`src/rtl/sprite_pixel_gen.sv`:
```
// Per-pixel sprite overlay stage: hit test, ROM addressing and transparency merge,
// with a one-entry position buffer that commits only on frame_tick.
module sprite_pixel_gen #(
   parameter int          SPRITE_W  = 16,
   parameter int          SPRITE_H  = 16,
   parameter int          ROW_BITS  = 4,
   parameter int          COL_BITS  = 4,
   parameter logic [11:0] KEY_COLOR = 12'hF0F,
   parameter logic [11:0] BG_COLOR  = 12'h000
) (
   input  logic                clk,
   input  logic                reset,
   input  logic [9:0]          x,
   input  logic [9:0]          y,
   input  logic                video_on,
   input  logic                frame_tick,
   input  logic                enable,
   input  logic [9:0]          pos_x,
   input  logic [9:0]          pos_y,
   input  logic                pos_valid,
   output logic                pos_ready,
   output logic [ROW_BITS-1:0] rom_row,
   output logic [COL_BITS-1:0] rom_col,
   input  logic [11:0]         rom_data,
   output logic [11:0]         rgb,
   output logic                rgb_valid,
   output logic                sprite_hit
);

   typedef enum logic {S_EMPTY = 1'b0, S_FULL = 1'b1} state_t;

   localparam logic [10:0] W_SPAN = 11'(SPRITE_W);
   localparam logic [10:0] H_SPAN = 11'(SPRITE_H);

   state_t      r_state;
   state_t      w_state_nxt;
   logic        w_load_pend;
   logic        w_commit;
   logic [9:0]  r_cur_x;
   logic [9:0]  r_cur_y;
   logic [9:0]  r_pend_x;
   logic [9:0]  r_pend_y;
   logic        r_hit1;
   logic        r_von1;
   logic [11:0] r_rgb;
   logic        r_rgb_valid;
   logic        r_sprite_hit;
   logic [10:0] w_x_end;
   logic [10:0] w_y_end;
   logic        w_hit0;

   always_ff @(posedge clk or posedge reset) begin
      if (reset) r_state <= S_EMPTY;
      else       r_state <= w_state_nxt;
   end

   always_comb begin
      w_state_nxt = r_state;
      w_load_pend = 1'b0;
      w_commit    = 1'b0;
      case (r_state)
         S_EMPTY: if (pos_valid) begin
            w_load_pend = 1'b1;
            w_state_nxt = S_FULL;
         end
         S_FULL: if (frame_tick) begin
            w_commit    = 1'b1;
            w_state_nxt = S_EMPTY;
         end
         default: w_state_nxt = S_EMPTY;
      endcase
   end

   assign pos_ready = (r_state == S_EMPTY);

   // pend contents are only meaningful while FULL, so they need no reset
   always_ff @(posedge clk) begin
      if (w_load_pend) begin
         r_pend_x <= pos_x;
         r_pend_y <= pos_y;
      end
   end

   always_ff @(posedge clk or posedge reset) begin
      if (reset) begin
         r_cur_x <= '0;
         r_cur_y <= '0;
      end else if (w_commit) begin
         r_cur_x <= r_pend_x;
         r_cur_y <= r_pend_y;
      end
   end

   // 11-bit bounds so a sprite near 1023 never wraps onto column/row 0
   assign w_x_end = {1'b0, r_cur_x} + W_SPAN;
   assign w_y_end = {1'b0, r_cur_y} + H_SPAN;
   assign w_hit0  = enable & video_on
                  & ({1'b0, x} >= {1'b0, r_cur_x}) & ({1'b0, x} < w_x_end)
                  & ({1'b0, y} >= {1'b0, r_cur_y}) & ({1'b0, y} < w_y_end);

   assign rom_col = x[COL_BITS-1:0] - r_cur_x[COL_BITS-1:0];
   assign rom_row = y[ROW_BITS-1:0] - r_cur_y[ROW_BITS-1:0];

   // stage 1: align hit/video_on with the ROM's registered read
   always_ff @(posedge clk or posedge reset) begin
      if (reset) begin
         r_hit1 <= 1'b0;
         r_von1 <= 1'b0;
      end else begin
         r_hit1 <= w_hit0;
         r_von1 <= video_on;
      end
   end

   // stage 2: colour merge
   always_ff @(posedge clk or posedge reset) begin
      if (reset) begin
         r_rgb        <= 12'h000;
         r_rgb_valid  <= 1'b0;
         r_sprite_hit <= 1'b0;
      end else begin
         r_rgb_valid <= r_von1;
         if (!r_von1) begin
            r_rgb        <= 12'h000;
            r_sprite_hit <= 1'b0;
         end else if (r_hit1 && (rom_data != KEY_COLOR)) begin
            r_rgb        <= rom_data;
            r_sprite_hit <= 1'b1;
         end else begin
            r_rgb        <= BG_COLOR;
            r_sprite_hit <= 1'b0;
         end
      end
   end

   assign rgb        = r_rgb;
   assign rgb_valid  = r_rgb_valid;
   assign sprite_hit = r_sprite_hit;

endmodule
```
`config.mk`:
```
export PLATFORM = sky130hd
export DESIGN_NAME = sprite_pixel_gen
export DESIGN_NICKNAME = d
export VERILOG_FILES = /design/src/rtl/sprite_pixel_gen.sv
export SDC_FILE = /design/constraint.sdc
export NUM_CORES = 1
export LEC_CHECK = 0
export CORE_MARGIN = 2
export CORE_UTILIZATION = 52
export CTS_CLUSTER_SIZE = 16
export DETAILED_ROUTE_END_ITERATION = 6
export PLACE_DENSITY = 0.83
export SLEW_MARGIN = 0
export SYNTH_ARGS = -nofsm -noshare
export SYNTH_HDL_FRONTEND = slang
export SYNTH_SLANG_ARGS = --single-unit
```
`constraint.sdc`:
```
create_clock -name clk -period 6.1 [get_ports clk]
set_clock_uncertainty 0.05 [all_clocks]
set_input_delay 1.22 -clock clk [delete_from_list [all_inputs] [get_ports clk]]
set_output_delay 1.22 -clock clk [all_outputs]
set_load 0.01 [all_outputs]
```
==> flow_metrics.py, run 1 <==
metrics = {
    "outcome": {
        "status": "complete, no violations",
    },
    "clock_tree": {
        "worstSkewPairLatency_ps": 330,
        "root_buffer": "clkbuf_8",
        "clk_pin_slew_worst_paths_ps": 60,
        "cts_setup_buffers": 0,
        "cts.repair.resized": 0,
        "clockBufferDepth": 2,
        "numCtsBuffers": 9,
        "cts_tree": "yes",
        "h-tree-depth": 3,
        "cts-hold-fix-buffers": 0,
        "clock_sinks": 57,
    },
    "critical_path": {
        "crit_fanout": 2,
        "crit_family": "buffers and inverters",
        "r2r_end": "r_hit1$_DFF_PP0_",
        "rr_worst_depth": 7,
        "critical_path_required_ps": 4830,
        "slowest_stage": "clkdlybuf4s50_1",
        "arrival_ps": 3050,
        "r2r-start": "r_cur_x[4]$_DFFE_PP0P_",
        "max_stage_delay_ps": 550,
        "critPathKind": "in -> out",
        "reg2reg_setup_slack_ps": 3880,
        "crit_chain": "clkdlybuf4s50_1, ha_1, nor2b_1, o21a_1, nor2_1, xnor2_1, clkdlybuf4s50_1",
        "cpMostUsedCell": "clkdlybuf4s50_1",
        "worstSetupEndpointType": "output port",
        "crit_buf_inv": 2,
        "startpoint_type": "input pin",
    },
    "route": {
        "dr_total_vias": 2051,
        "via_per_inst": 5.09,
        "wl_per_cell_um": 13.8,
        "drt_iter0_markers": 72,
        "top_layer": "met4",
        "wl_met3_um": 349,
        "wl_met1_um": 2290,
        "drc_errors": 0,
        "drt_first_pass_iters": 4,
        "drtAntennaViolNets": 0,
        "met2WireLength_um": 2810,
        "wirelength_um": 5540,
    },
    "synthesis": {
        "synth_edf_count": 20,
        "ys_seq_area_share_pct": 51.6,
        "synth.avg_cell_area_um2": 12.5,
        "synthCells": 237,
        "synth_top_cell_area_share_pct": 31.3,
        "syn_nets": 331,
        "ys_async_sr_fraction_pct": 64.9,
        "ys_ff_latch": 57,
        "synth_area_leaders": "dfrtp_1 31%, edfxtp_1 20%, ha_1 14%",
        "synthTopCellsByCount": "37 x dfrtp_1, 34 x ha_1, 31 x inv_1, 20 x edfxtp_1, 20 x mux2_2",
        "ys.flop_type": "dfrtp_1",
        "yosysUniqueCellTypes": 37,
        "synth_top_area_cell": "dfrtp_1",
        "syn_area_um2": 2960,
        "yosys_warnings": 0,
        "post-synth-top-count-cell": "dfrtp_1",
    },
    "final_layout": {
        "antennaDiodeCount": 0,
        "instances_no_fill": 403,
        "seq_area_um2": 1530,
        "multi_input_area_um2": 1310,
        "area_growth_pct": 36.4,
        "post-route-util_pct": 73.3,
        "drive_gt1_share_pct": 11.8,
        "num-nets-final": 420,
        "fill_cells": 383,
    },
    "timing": {
        "slew-limit-headroom_pct": 29.6,
        "setup_viol": 0,
        "min_period_over_period_pct": 70.9,
        "finalHoldViolations": 0,
        "tightest_slew_ps": 1050,
        "final_max_slew_viol_count": 0,
        "fmax_ghz": 0.231,
        "setup_tns_ps": 0,
        "grt_setup_unrepaired": "no",
        "period_minus_slack_ps": 4320,
    },
    "floorplanning": {
        "die_area_um2": 6310,
        "start_util_pct": 53.7,
        "die_w_um": 79.4,
        "die_y_um": 79.4,
        "fp.coreArea_um2": 5510,
        "num_rows": 27,
        "pin_count": 81,
    },
    "global_route": {
        "antenna_found_initial": 0,
        "grt_usage_pct": 19.4,
        "first_global_vias": 2105,
        "grt-ovfl-total": 0,
        "grt_max_degree": 38,
        "grt_pass1_wl_um": 9190,
    },
    "power_and_ir_drop": {
        "p_leak_nw": 1.78,
        "cellPowerDensity_nw_per_um2": 309,
        "ir_worst_vdd_uv": 241,
    },
    "min_path": {
        "hold_path.startpoint": "r_von1$_DFF_PP0_",
        "min_path_cells": 0,
        "whs_endpoint": "rgb_valid$_DFF_PP0_",
        "min_path_type": "reg -> reg",
    },
    "placed_design": {
        "place_inst": 387,
        "hpwl_um": 4350,
        "gp_congestion": 0.767,
        "portBuffers": 80,
    },
    "flow_run": {
        "cap_violations": 0,
    },
}
[registers in the layout (all words and copies together), names as in the netlist]
register and count:
rgb 12, r_cur_x 10, r_cur_y 10, r_pend_x 10, r_pend_y 10, r_hit1 1
r_state 1, r_von1 1, rgb_valid 1, sprite_hit 1
[worst max path at each step]
stage,cells after the start,endpoint,slack [ps],from
final,7,rom_row[3],1780,y[1]
after global routing,7,rom_row[3],1660,y[1]
after CTS,7,rom_row[3],1770,y[1]
after detailed placement,7,rom_row[3],1770,y[1]
after global placement,7,rom_row[3],1800,y[1]
after floorplan,4,rom_row[2],2740,y[0]
[cell usage in the layout, fill, tap and decap left out, types with 2 or more instances in the layout]
| cell type | count |
|---|---|
| a211oi_1 | 3 |
| a21o_1 | 2 |
| a21oi_1 | 7 |
| a31oi_1 | 3 |
| and2_1 | 12 |
| and3_1 | 2 |
| and4b_1 | 2 |
| clkbuf_8 | 9 |
| clkdlybuf4s50_1 | 80 |
| clkinv_2 | 2 |
| clkinvlp_4 | 2 |
| dfrtp_1 | 37 |
| edfxtp_1 | 20 |
| fa_1 | 2 |
| ha_1 | 34 |
| inv_1 | 31 |
| mux2_2 | 20 |
| nand2_1 | 8 |
| nand3_1 | 8 |
| nand4b_1 | 3 |
| nor2_1 | 2 |
| o2111ai_1 | 2 |
| o211ai_1 | 2 |
| o21a_1 | 2 |
| o21ai_0 | 6 |
| xnor2_1 | 10 |
| xor2_1 | 2 |
[layer usage]
| layer | vias to the layer above | GRT usage [%] |
|---|---|---|
| li1 | 1020 | - |
| met1 | 960 | 21.6 |
| met2 | 61 | 33.9 |
| met3 | 10 | 5.88 |
| met4 | 0 | 8.79 |
| met5 | - | 0 |
[where the power goes]
| group | internal [mW] | total [mW] | switching [mW] |
|---|---|---|---|
| Combinational | 0.238 | 0.434 | 0.196 |
| Clock | 0.185 | 0.328 | 0.143 |
| Sequential | 0.448 | 0.487 | 0.0385 |
| Total | 0.871 | 1.25 | 0.377 |
[metrics by stage]
| step | power (mW) | hold slack (ps) | setup WS (ps) | instance area (um^2) |
|---|---|---|---|---|
| 2_1_floorplan | 0.763 | 304 | 2740 | 2960 |
| 3_3_place_gp | 0.914 | 310 | 1800 | 3850 |
| 3_5_place_dp | 0.929 | 317 | 1770 | 3850 |
| 4_1_cts | 1.26 | 331 | 1770 | 4030 |
| 5_1_grt | 1.34 | 346 | 1660 | 4030 |
| 6_report | 1.25 | 332 | 1780 | 4030 |
[logic make-up (layout without fill, tap and decap cells)]
logic type      Yosys count  count (layout)  synth area share [%]
simple gates             45              45                  9.48
fa+ha+maj                36              36                  15.7
compound gates           33              33                  7.70
flops                    57              57                  51.6
mux                      20              20                  7.61
xor+xnor                 12              12                  3.55
buf+inv                  34             128                  4.31
[layout make-up]
class                      instances  area share [%]
tap                               72            2.23
clock inverter                     6            1.46
inverter                          31            2.88
timing repair buffer              81            20.0
clock buffer                      10            3.16
sequential                        57            37.8
multi-input combinational        146            32.4
[worst reg2reg max path, cell delays in order (launching register included)]
cell	delay (ps)
dfrtp_1	440
ha_1	280
xnor2_1	140
ha_1	290
and4b_1	190
a211oi_1	310
o22ai_1	150
nor4b_2	260
Note: power is estimated with default switching activity, not from simulation.
==> run 2, diff against run 1 <==
--- a/config.mk
+++ b/config.mk
@@ -6,10 +6,10 @@
 export NUM_CORES = 1
 export LEC_CHECK = 0
 export CORE_MARGIN = 2
-export CORE_UTILIZATION = 52
+export CORE_UTILIZATION = 48
 export CTS_CLUSTER_SIZE = 16
 export DETAILED_ROUTE_END_ITERATION = 6
-export PLACE_DENSITY = 0.83
+export PLACE_DENSITY = 0.78
 export SLEW_MARGIN = 0
 export SYNTH_ARGS = -nofsm -noshare
 export SYNTH_HDL_FRONTEND = slang
==> constraint.sdc (replaced) <==
create_clock -name clk -period 4.37 [get_ports clk]
set_clock_uncertainty 0.05 [all_clocks]
set_input_delay 0.874 -clock clk [delete_from_list [all_inputs] [get_ports clk]]
set_output_delay 0.874 -clock clk [all_outputs]
set_load 0.01 [all_outputs]
==> flow_metrics.py, run 2 (same netlist as run 1, synthesis figures left out) <==
metrics = {
    "critical_path": {
        "critical_path_required_ps": 3450,
        "crit_path_end": "rom_row[3]",
        "r2r-start": "r_cur_x[4]$_DFFE_PP0P_",
        "critPathKind": "in -> out",
        "startpoint_type": "input pin",
        "crit_fanout": 2,
        "r2r_end": "r_hit1$_DFF_PP0_",
        "reg2reg_setup_slack_ps": 2090,
        "worstSetupEndpointType": "output port",
        "critPathLaunch": "y[1]",
        "rr_worst_depth": 7,
        "arrival_ps": 2750,
    },
    "clock_tree": {
        "root_buffer": "clkbuf_8",
        "numCtsBuffers": 9,
        "clockBufferDepth": 2,
        "h-tree-depth": 3,
        "cts.repair.resized": 0,
        "cts_setup_buffers": 0,
        "worstSkewPairLatency_ps": 330,
        "clk_pin_slew_worst_paths_ps": 70,
        "cts_tree": "yes",
        "clock_sinks": 57,
        "cts-hold-fix-buffers": 0,
    },
    "route": {
        "drt_iter0_markers": 30,
        "via_per_inst": 5.06,
        "drtAntennaViolNets": 0,
        "drt_first_pass_iters": 4,
        "dr_total_vias": 2056,
        "wl_per_cell_um": 14.0,
        "wirelength_um": 5700,
        "drc_errors": 0,
    },
    "final_layout": {
        "final_common_cell": "clkdlybuf4s50_1",
        "largest_reg_flops": 12,
        "fin_area_um2": 4040,
        "antennaDiodeCount": 0,
        "area_growth_pct": 36.5,
        "instances_no_fill": 406,
        "fill_cells": 472,
        "num-nets-final": 420,
        "seq_area_um2": 1530,
        "layout_common_cells": "80 x clkdlybuf4s50_1, 37 x dfrtp_1, 34 x ha_1, 31 x inv_1",
        "multi_input_area_um2": 1310,
        "drive_gt1_share_pct": 11.8,
    },
    "power_and_ir_drop": {
        "clockPowerShare_pct": 26.4,
        "p_int_mw": 1.22,
        "p_leak_nw": 1.78,
        "cellPowerDensity_nw_per_um2": 434,
        "netSwitchingFraction_pct": 30.5,
        "switching_power_mw": 0.534,
        "power_mw": 1.75,
        "comb_power_share_pct": 34.7,
        "power_frac_seq_pct": 38.9,
        "ir_worst_vdd_uv": 256,
    },
    "floorplanning": {
        "fp.coreArea_um2": 5960,
        "num_rows": 28,
        "start_util_pct": 49.7,
        "die_area_um2": 6810,
        "pin_count": 81,
        "die_w_um": 82.5,
        "die_y_um": 82.5,
    },
    "timing": {
        "setup_tns_ps": 0,
        "fin_ws_ps": 697,
        "period_minus_slack_ps": 3670,
        "slew-limit-headroom_pct": 28.2,
        "min_period_over_period_pct": 84.1,
        "grt_setup_unrepaired": "no",
        "fmax_ghz": 0.272,
        "final_max_slew_viol_count": 0,
        "tightest_slew_ps": 1070,
        "finalHoldViolations": 0,
        "setup_viol": 0,
    },
    "placed_design": {
        "placed_cell_area_um2": 3850,
        "gp_congestion": 0.753,
        "portBuffers": 80,
        "hpwl_um": 4280,
        "dp_slack_ps": 708,
        "place_inst": 390,
    },
    "global_route": {
        "grt-ovfl-total": 0,
        "grt_max_degree": 38,
        "grt_pass1_wl_um": 9270,
        "grt_usage_pct": 18.5,
        "first_global_vias": 2098,
        "antenna_found_initial": 0,
    },
    "outcome": {
        "status": "complete, no violations",
    },
    "flow_run": {
        "cap_violations": 0,
    },
    "min_path": {
        "min_path_type": "reg -> reg",
    },
}
## run 2: cell counts in the layout (fill, tap and decap cells not counted)
Identical to the previous run, type by type.
## run 2: worst max-delay path: stages
cell	delay, ps
clkdlybuf4s50_1	430
ha_1	320
nor2b_1	130
o21a_1	190
nor2_1	120
xnor2_1	130
clkdlybuf4s50_1	560
## run 2: routing by layer
layer	GRT usage [%]	vias to the layer above	wire length, um
met4	8.36	0	94
met5	0	-	0
li1	-	1022	-
met3	5.43	10	377
met1	21.3	962	2470
met2	31.9	62	2760
## run 2: cell type report
| cell class | count | share of cell area (%) |
|---|---|---|
| Sequential cell | 57 | 37.8 |
| Multi-Input combinational cell | 146 | 32.4 |
| Timing Repair Buffer | 81 | 20.0 |
| Clock buffer | 10 | 3.16 |
| Inverter | 31 | 2.88 |
| Tap cell | 75 | 2.32 |
| Clock inverter | 6 | 1.46 |
## run 2: worst min path at each step
stage | cells after the start | endpoint | from | slack (ps)
4_1_cts | 0 | rgb_valid$_DFF_PP0_ | r_von1$_DFF_PP0_ | 340
3_5_place_dp | 0 | rgb_valid$_DFF_PP0_ | r_von1$_DFF_PP0_ | 320
3_3_place_gp | 0 | rgb_valid$_DFF_PP0_ | r_von1$_DFF_PP0_ | 310
2_1_floorplan | 0 | rgb_valid$_DFF_PP0_ | r_von1$_DFF_PP0_ | 300
5_1_grt | 0 | rgb_valid$_DFF_PP0_ | r_von1$_DFF_PP0_ | 370
6_report | 0 | rgb_valid$_DFF_PP0_ | r_von1$_DFF_PP0_ | 340
## run 2: power by group through the flow
stage / sequential, mW / clock, mW / combinational, mW
2_1_floorplan: 0.674 / 0 / 0.390
3_3_place_gp: 0.686 / 0 / 0.592
3_5_place_dp: 0.690 / 0 / 0.607
4_1_cts: 0.680 / 0.472 / 0.615
5_1_grt: 0.690 / 0.496 / 0.686
6_report: 0.681 / 0.462 / 0.607
## run 2: metrics by stage
| step | hold slack (ps) | util (%) |
|---|---|---|
| floorplan | 304 | - |
| global placement | 312 | 64.7 |
| detailed placement | 324 | 64.7 |
| CTS | 344 | 67.8 |
| global route | 367 | 67.8 |
| finish | 339 | 67.8 |
==> run 3, diff against run 2 <==
==> constraint.sdc (replaced) <==
create_clock -name clk -period 3.61 [get_ports clk]
set_clock_uncertainty 0.05 [all_clocks]
set_input_delay 0.722 -clock clk [delete_from_list [all_inputs] [get_ports clk]]
set_output_delay 0.722 -clock clk [all_outputs]
set_load 0.01 [all_outputs]
==> flow_metrics.py, run 3 (same netlist as run 1, synthesis figures left out) <==
metrics = {
    "min_path": {
        "whs_endpoint": "rgb_valid$_DFF_PP0_",
        "min_path_type": "reg -> reg",
        "min_path_cells": 0,
        "hold_path.startpoint": "r_von1$_DFF_PP0_",
    },
    "critical_path": {
        "worstSetupEndpointType": "output port",
        "cpMostUsedCell": "clkdlybuf4s50_1",
        "max_stage_delay_ps": 550,
        "r2r_end": "r_hit1$_DFF_PP0_",
        "critPathKind": "in -> out",
        "crit_chain": "clkdlybuf4s50_1, ha_1, nor2b_1, o21a_1, nor2_1, xnor2_1, clkdlybuf4s50_1",
        "crit_family": "buffers and inverters",
        "startpoint_type": "input pin",
        "slowest_stage": "clkdlybuf4s50_1",
        "rr_worst_depth": 7,
        "r2r-start": "r_cur_x[4]$_DFFE_PP0P_",
        "crit_fanout": 2,
        "reg2reg_setup_slack_ps": 1340,
        "arrival_ps": 2630,
        "critical_path_required_ps": 2840,
        "crit_buf_inv": 2,
    },
    "power_and_ir_drop": {
        "ir_worst_vdd_uv": 309,
        "power_mw": 2.14,
        "cellPowerDensity_nw_per_um2": 528,
        "p_leak_nw": 1.77,
    },
    "final_layout": {
        "fin_area_um2": 4050,
        "fill_cells": 463,
        "drive_gt1_share_pct": 12.3,
        "final_common_cell": "clkdlybuf4s50_1",
        "antennaDiodeCount": 0,
        "seq_area_um2": 1530,
        "largest_reg_flops": 12,
        "layout_common_cells": "80 x clkdlybuf4s50_1, 37 x dfrtp_1, 34 x ha_1, 31 x inv_1",
        "area_growth_pct": 37.1,
        "num-nets-final": 421,
        "multi_input_area_um2": 1310,
    },
    "floorplanning": {
        "die_y_um": 82.5,
        "die_w_um": 82.5,
        "fp.coreArea_um2": 5960,
        "start_util_pct": 49.7,
        "die_area_um2": 6810,
        "num_rows": 28,
        "pin_count": 81,
    },
    "clock_tree": {
        "worstSkewPairLatency_ps": 340,
        "cts.repair.resized": 0,
        "cts_tree": "yes",
        "clockBufferDepth": 2,
        "clock_sinks": 57,
        "clk_pin_slew_worst_paths_ps": 70,
        "numCtsBuffers": 9,
        "root_buffer": "clkbuf_8",
        "cts_setup_buffers": 0,
        "h-tree-depth": 3,
        "cts-hold-fix-buffers": 0,
    },
    "global_route": {
        "grt-ovfl-total": 0,
        "grt_max_degree": 25,
        "grt_pass1_wl_um": 9530,
        "first_global_vias": 2099,
        "antenna_found_initial": 0,
        "grt_usage_pct": 19.2,
    },
    "placed_design": {
        "portBuffers": 80,
        "hpwl_um": 4510,
        "placed_cell_area_um2": 3860,
        "gp_congestion": 0.787,
        "dp_slack_ps": 199,
    },
    "route": {
        "drt_first_pass_iters": 4,
        "drtAntennaViolNets": 0,
        "drt_iter0_markers": 71,
        "dr_total_vias": 2071,
        "via_per_inst": 5.09,
        "drc_errors": 0,
        "wirelength_um": 5720,
        "wl_per_cell_um": 14.0,
    },
    "timing": {
        "setup_viol": 0,
        "hold_slack_ps": 334,
        "grt_setup_unrepaired": "no",
        "finalHoldViolations": 0,
        "fin_ws_ps": 209,
        "final_max_slew_viol_count": 0,
        "fmax_ghz": 0.294,
        "setup_tns_ps": 0,
        "tightest_slew_ps": 924,
        "slew-limit-headroom_pct": 38.4,
        "period_minus_slack_ps": 3400,
        "min_period_over_period_pct": 94.2,
    },
    "outcome": {
        "status": "complete, no violations",
    },
    "flow_run": {
        "cap_violations": 0,
    },
}
==> run 3: changes by cell type in the layout (fill, tap and decap cells not counted) <==
cell,delta
clkinvlp_4,+3
clkinv_2,-2
buf_4,+1
clkbuf_1,-1
==> run 3: cell type report <==
| class | count | share of cell area [%] |
|---|---|---|
| Timing Repair Buffer | 82 | 20.1 |
| Sequential cell | 57 | 37.7 |
| Multi-Input combinational cell | 146 | 32.2 |
| Clock buffer | 9 | 3.06 |
| Clock inverter | 7 | 1.76 |
| Tap cell | 75 | 2.31 |
| Inverter | 31 | 2.87 |
==> run 3: power by group <==
part,switching (mW),internal (mW)
combinational,0.334,0.403
clock,0.266,0.315
sequential,0.0647,0.757
total,0.665,1.47
==> run 3: worst max-delay path by stage <==
| stage | startpoint | end | slack (ps) | depth (start not counted) |
|---|---|---|---|---|
| global placement | y[1] | rom_row[3] | 310 | 7 |
| detailed placement | y[1] | rom_row[3] | 200 | 7 |
| finish | y[1] | rom_row[3] | 210 | 7 |
| global route | y[1] | rom_row[3] | 150 | 7 |
| floorplan | y[0] | rom_row[2] | 1250 | 4 |
| CTS | y[1] | rom_row[3] | 190 | 7 |
==> run 3: stage by stage <==
step,std cells,util (%)
after floorplan,237,-
after global placement,391,64.8
after detailed placement,391,64.8
after CTS,407,68.1
after global routing,407,68.1
final,407,68.1
==> run 3: metal layers <==
metal / routed length, um / part of all wire, % / GRT usage, %
met1: 2470 / 43 / 22.9
met2: 2750 / 48 / 31.5
met3: 381 / 6.7 / 5.43
met4: 113 / 2.0 / 9.84
met5: 0 / 0 / 0
